**config.mk**
```make
export PLATFORM = sky130hd
export DESIGN_NAME = oup_ulpi_regaccess
export DESIGN_NICKNAME = d
export VERILOG_FILES = /design/src/rtl/oup_ulpi_regaccess.sv
export SDC_FILE = /design/constraint.sdc
export NUM_CORES = 1
export LEC_CHECK = 0
export BUFFER_PORTS_ARGS = -buffer_cell sky130_fd_sc_hd__buf_2
export CORE_MARGIN = 2
export CORE_UTILIZATION = 50
export DETAILED_ROUTE_END_ITERATION = 10
export GPL_TIMING_DRIVEN = 0
export PLACE_DENSITY = 0.74
export REMOVE_ABC_BUFFERS = 1
export SKIP_LAST_GASP = 1
export SLEW_MARGIN = 5
export SYNTH_ARGS = -nofsm -noshare
export SYNTH_HDL_FRONTEND = slang
export SYNTH_SLANG_ARGS = --single-unit
```
**constraint.sdc**
```tcl
create_clock -name clk -period 4.2 [get_ports clk]
set_clock_uncertainty 0.1 [all_clocks]
set_input_delay 0.84 -clock clk [delete_from_list [all_inputs] [get_ports clk]]
set_output_delay 0.84 -clock clk [all_outputs]
set_load 0.02 [all_outputs]
```
**src/rtl/oup_ulpi_regaccess.sv**
```systemverilog
// ULPI PHY register access sequencer: one REGW/REGR per request (immediate addressing),
// with PHY-abort retry, bus turnaround handling and a per-state wait timeout.
module oup_ulpi_regaccess #(
  parameter int unsigned TIMEOUT_CYCLES = 64,
  parameter int unsigned MAX_RETRIES    = 4
) (
  input  logic       clk,
  input  logic       rst_n,
  input  logic       req_valid_i,
  output logic       req_ready_o,
  input  logic       req_write_i,
  input  logic [5:0] req_addr_i,
  input  logic [7:0] req_wdata_i,
  output logic       done_o,
  output logic       err_o,
  output logic [7:0] rdata_o,
  input  logic       ulpi_dir_i,
  input  logic       ulpi_nxt_i,
  input  logic [7:0] ulpi_data_i,
  output logic [7:0] ulpi_data_o,
  output logic       ulpi_data_oe_o,
  output logic       ulpi_stp_o
);

  localparam logic [5:0]      EXTENDED_REG = 6'h2F;
  localparam int unsigned     TMR_W        = $clog2(TIMEOUT_CYCLES + 1);
  localparam int unsigned     RTY_W        = $clog2(MAX_RETRIES + 2);
  localparam logic [TMR_W-1:0] TMR_LAST    = TMR_W'(TIMEOUT_CYCLES - 1);
  localparam logic [RTY_W-1:0] RTY_MAX     = RTY_W'(MAX_RETRIES);

  typedef enum logic [2:0] {
    S_IDLE, S_TXCMD, S_WDATA, S_STP, S_RTURN, S_RDATA, S_WAIT, S_DONE
  } state_t;

  state_t           state_q, state_d;
  logic [TMR_W-1:0] timer_q, timer_d;
  logic [RTY_W-1:0] retry_q, retry_d;
  logic             write_q, write_d;
  logic [5:0]       addr_q, addr_d;
  logic [7:0]       wdata_q, wdata_d;
  logic [7:0]       rdata_q, rdata_d;
  logic             ready_q, ready_d;
  logic             done_q, done_d;
  logic             err_q, err_d;
  logic [7:0]       data_q, data_d;
  logic             oe_q, oe_d;
  logic             stp_q, stp_d;

  logic fail;
  logic abort;
  logic waiting;

  always_comb begin
    state_d = state_q;
    timer_d = timer_q;
    retry_d = retry_q;
    write_d = write_q;
    addr_d  = addr_q;
    wdata_d = wdata_q;
    rdata_d = rdata_q;
    fail    = 1'b0;
    abort   = 1'b0;
    waiting = 1'b0;

    case (state_q)
      S_IDLE: begin
        if (req_valid_i) begin
          write_d = req_write_i;
          addr_d  = req_addr_i;
          wdata_d = req_wdata_i;
          retry_d = '0;
          if (req_addr_i == EXTENDED_REG) begin
            state_d = S_DONE;
            fail    = 1'b1;
          end else if (ulpi_dir_i) begin
            state_d = S_WAIT;
          end else begin
            state_d = S_TXCMD;
          end
        end
      end
      S_TXCMD: begin
        if (ulpi_dir_i)      abort   = 1'b1;
        else if (ulpi_nxt_i) state_d = write_q ? S_WDATA : S_RTURN;
        else                 waiting = 1'b1;
      end
      S_WDATA: begin
        if (ulpi_dir_i)      abort   = 1'b1;
        else if (ulpi_nxt_i) state_d = S_STP;
        else                 waiting = 1'b1;
      end
      S_STP:   state_d = S_DONE;
      S_RTURN: begin
        if (ulpi_dir_i && !ulpi_nxt_i) state_d = S_RDATA;
        else if (ulpi_dir_i)           abort   = 1'b1;
        else                           waiting = 1'b1;
      end
      S_RDATA: begin
        if (ulpi_dir_i && !ulpi_nxt_i) begin
          rdata_d = ulpi_data_i;
          state_d = S_DONE;
        end else if (ulpi_nxt_i) begin
          abort = 1'b1;
        end else begin
          state_d = S_DONE;
          fail    = 1'b1;
        end
      end
      S_WAIT:  if (!ulpi_dir_i) state_d = S_TXCMD;
      S_DONE:  state_d = S_IDLE;
      default: state_d = S_IDLE;
    endcase

    if (abort) begin
      if (retry_q == RTY_MAX) begin
        state_d = S_DONE;
        fail    = 1'b1;
      end else begin
        retry_d = retry_q + 1'b1;
        state_d = S_WAIT;
      end
    end

    if (waiting) begin
      if (timer_q == TMR_LAST) begin
        state_d = S_DONE;
        fail    = 1'b1;
      end else begin
        timer_d = timer_q + 1'b1;
      end
    end

    // Any state change restarts the wait budget for the new state.
    if (state_d != state_q) timer_d = '0;

    // Outputs are a function of the next state so they register in step with it.
    ready_d = (state_d == S_IDLE);
    done_d  = (state_d == S_DONE);
    err_d   = fail;
    oe_d    = (state_d inside {S_TXCMD, S_WDATA, S_STP});
    stp_d   = (state_d == S_STP);
    case (state_d)
      S_TXCMD: data_d = {(write_d ? 2'b10 : 2'b11), addr_d};
      S_WDATA: data_d = wdata_d;
      default: data_d = '0;
    endcase
  end

  always_ff @(posedge clk or negedge rst_n) begin
    if (!rst_n) begin
      state_q <= S_IDLE;
      timer_q <= '0;
      retry_q <= '0;
      write_q <= 1'b0;
      addr_q  <= '0;
      wdata_q <= '0;
      rdata_q <= '0;
      ready_q <= 1'b1;
      done_q  <= 1'b0;
      err_q   <= 1'b0;
      data_q  <= '0;
      oe_q    <= 1'b0;
      stp_q   <= 1'b0;
    end else begin
      state_q <= state_d;
      timer_q <= timer_d;
      retry_q <= retry_d;
      write_q <= write_d;
      addr_q  <= addr_d;
      wdata_q <= wdata_d;
      rdata_q <= rdata_d;
      ready_q <= ready_d;
      done_q  <= done_d;
      err_q   <= err_d;
      data_q  <= data_d;
      oe_q    <= oe_d;
      stp_q   <= stp_d;
    end
  end

  assign req_ready_o    = ready_q;
  assign done_o         = done_q;
  assign err_o          = err_q;
  assign rdata_o        = rdata_q;
  assign ulpi_data_o    = data_q;
  assign ulpi_data_oe_o = oe_q;
  assign ulpi_stp_o     = stp_q;

endmodule

```
==> out/metrics.yaml <==
status: "finished clean"
ctsResizeCount: 0
rsz0062_at_grt: "no"
layout.nets: 312
drv_cap: 0
dp_hpwl_um: 3080
pwr_density_cell_mw_per_mm2: 706
yosys_most_used_dff: "dfrtp_1"
synth-compound-area-share_pct: 12.1
synth_top_area_cell: "dfrtp_1"
port_buffers: 48
cts_buffers: 5
initial_core_util_pct: 52.9
stdcell_count: 334
die_w_um: 72.4
die_h_um: 72.4
hold_ws_ps: 379
antenna_found_initial: 0
die-area_mm2: 0.00524
placementRows: 24
start_kind: "register"
grt_pass1_wl_um: 8010
grtUsageMet2_pct: 30.0
drc: 0
grt_pass1_vias: 1669
drive_gt1_share_pct: 25.5
synth_top_family_by_area: "simple AND/OR/NAND/NOR gates"
globalplace.congestion: 0.832
dr.first_iter.drc_count: 175
cts_buffer_depth: 2
grt_most_used_layer: "met2"
synth-xor-area-share_pct: 1.87
hold_viol: 0
slew_headroom_pct: 28.4
final_cell_mix: "nand2_1, dfrtp_1, buf_2, nor2_1, nand3_1"
async_flop_share_pct: 100
synth_top_cell_area_share_pct: 51.4
ys_warn_count: 0
synth.avg_cell_area_um2: 9.82
slew_violations: 0
drtAntennaViolNets: 0
grtUsageMet1_pct: 28.5
grtUsageTotal_pct: 19.9
synth_area_mm2: 0.00234
leakage_uw: 0.00133
cp-end-kind: "register"
layout_commonest_cell: "nand2_1"
critPathBufInv: 1
period_needed_ps: 3170
dr.pass1.iters: 4
grt_use_met3_pct: 5.00
max_freq_mhz: 315
core_mm2: 0.00441
worstHoldPathType: "register to register"
wl_per_cell_um: 14.0
clock-sinks: 49
cpLargestDelayFamily: "compound AO/OA/AOI/OAI gates"
cts_root_buf: "clkbuf_8"
syn-instance-count: 238
tns_ps: 0
setup_viol: 0
cts_tree: "built"
ys_ff_latch: 49
grt_max_degree: 50
postCtsHoldBufs: 0
worst_ir_drop_vdd_mv: 0.301
slowest_stage: "dfrtp_1"
postCtsSetupRepairBufs: 0
synth_edf_count: 0
cp.arrival_ps: 3270
place_inst: 326
area_growth_syn_to_layout_pct: 15.4
post-route-util_pct: 61.1
synthMuxAreaShare_pct: 6.10
synth-simple-area-share_pct: 21.5
yosysUniqueCellTypes: 44
crit_fanout: 19
worstPathRequired_ps: 4300
insertion_delay_ps: 310
slowest_delay_ps: 600
path_class: "register to register"
finalCritPeriodShare_pct: 75.5
synthAdderAreaFrac_pct: 1.61
detailroute.via_count: 1838
io_pins: 49
routed_wirelength_um: 4670
seq_area_frac_synth_pct: 52.5
overflow: 0
clk_pin_slew_ps: 90
tightest_slew_ps: 1070
antenna_cells: 0
synthTopCellsByArea: "dfrtp_1, nand2_1, mux2_2, nand3_1, o21ai_0"
cts_max_level: 2
crit_path_cell_trace: "nor2_1 -> nand3b_1 -> a21o_1 -> a21oi_1 -> nor2_2 -> inv_2 -> mux2_1"
vias_per_cell: 5.50
-- power by group --
part	leakage (uW)	internal [uW]	switching, uW
sequential	0.000631	645	123
combinational	0.000639	287	520
clock	0.0000552	177	152
total	0.00133	1110	794
-- metrics by stage --
stage	cell area [um^2]	setup WS [ps]	total power [uW]
6_report	2700	1030	1900
5_1_grt	2700	769	2050
4_1_cts	2700	1040	1910
3_5_place_dp	2590	940	1580
3_3_place_gp	2580	954	1560
2_1_floorplan	2270	1600	1330
-- flip-flops by register name, summed over array words and instances, names as in the netlist, named ones only --
register        count
wdata_q             8
addr_q              6
timer_q             7
ulpi_stp_o          1
ulpi_data_o         8
done_o              1
state_q             3
ulpi_data_oe_o      1
err_o               1
rdata_o             8
retry_q             2
write_q             1
req_ready_o         1
-- per-layer routing --
metal / share of wire [%] / wire length, um / vias up
met5: 0 / 0 / -
li1: - / - / 919
met4: 1.3 / 60 / 0
met2: 47 / 2190 / 48
met1: 46 / 2170 / 865
met3: 5.4 / 253 / 6
-- cell families (layout without fill, tap and decap cells) --
kind of cell    after synthesis  count (layout)
simple gates                105             105
flops                        49              49
compound gates               41              41
mux                          13              13
xor+xnor                      5               5
buf+inv                      22              66
fa+ha+maj                     3               3
-- cell type report --
| cell class | count | area [um^2] |
|---|---|---|
| clock buffer | 6 | 72.6 |
| clock inverter | 2 | 35.0 |
| timing repair buffer | 48 | 240 |
| inverter | 10 | 37.5 |
| fill | 364 | 1720 |
| sequential | 49 | 1230 |
| multi-input combinational | 167 | 1020 |
| tap | 52 | 65.1 |
-- synthesized netlist by cell type (2+ instances only) --
cell type,instances
nand2_1,53
dfrtp_1,48
nand3_1,14
nor2_1,14
o21ai_0,13
inv_1,9
mux2_2,9
a21oi_1,8
buf_2,8
o2111ai_1,6
xnor2_1,4
a311o_1,3
and3_1,3
clkbuf_1,3
ha_1,3
mux2i_1,3
nand2b_1,3
nor3_1,3
nor2_2,2
nor3b_1,2
nor4b_1,2
o31ai_1,2
or3_1,2
-- worst paths after layout --
path / from / end / slack, ps / depth (start not counted)
hold reg to reg: wdata_q[2] / wdata_q[2] / 380 / 2
hold / removal: wdata_q[2] / wdata_q[2] / 380 / 2
max in group asynchronous: rst_n / ulpi_stp_o / 2710 / 1
setup / recovery: state_q[2] / ulpi_data_o[6] / 1030 / 7
min in group asynchronous: rst_n / ulpi_data_o[1] / 630 / 1
setup reg to reg: state_q[2] / ulpi_data_o[6] / 1030 / 7
-- tightest hold or removal path, stage by stage (launching register included) --
cell     delay (ps)
dfrtp_1         330
nand2_1          40
nand2_1          70
Note: power is estimated with default switching activity, not from simulation.
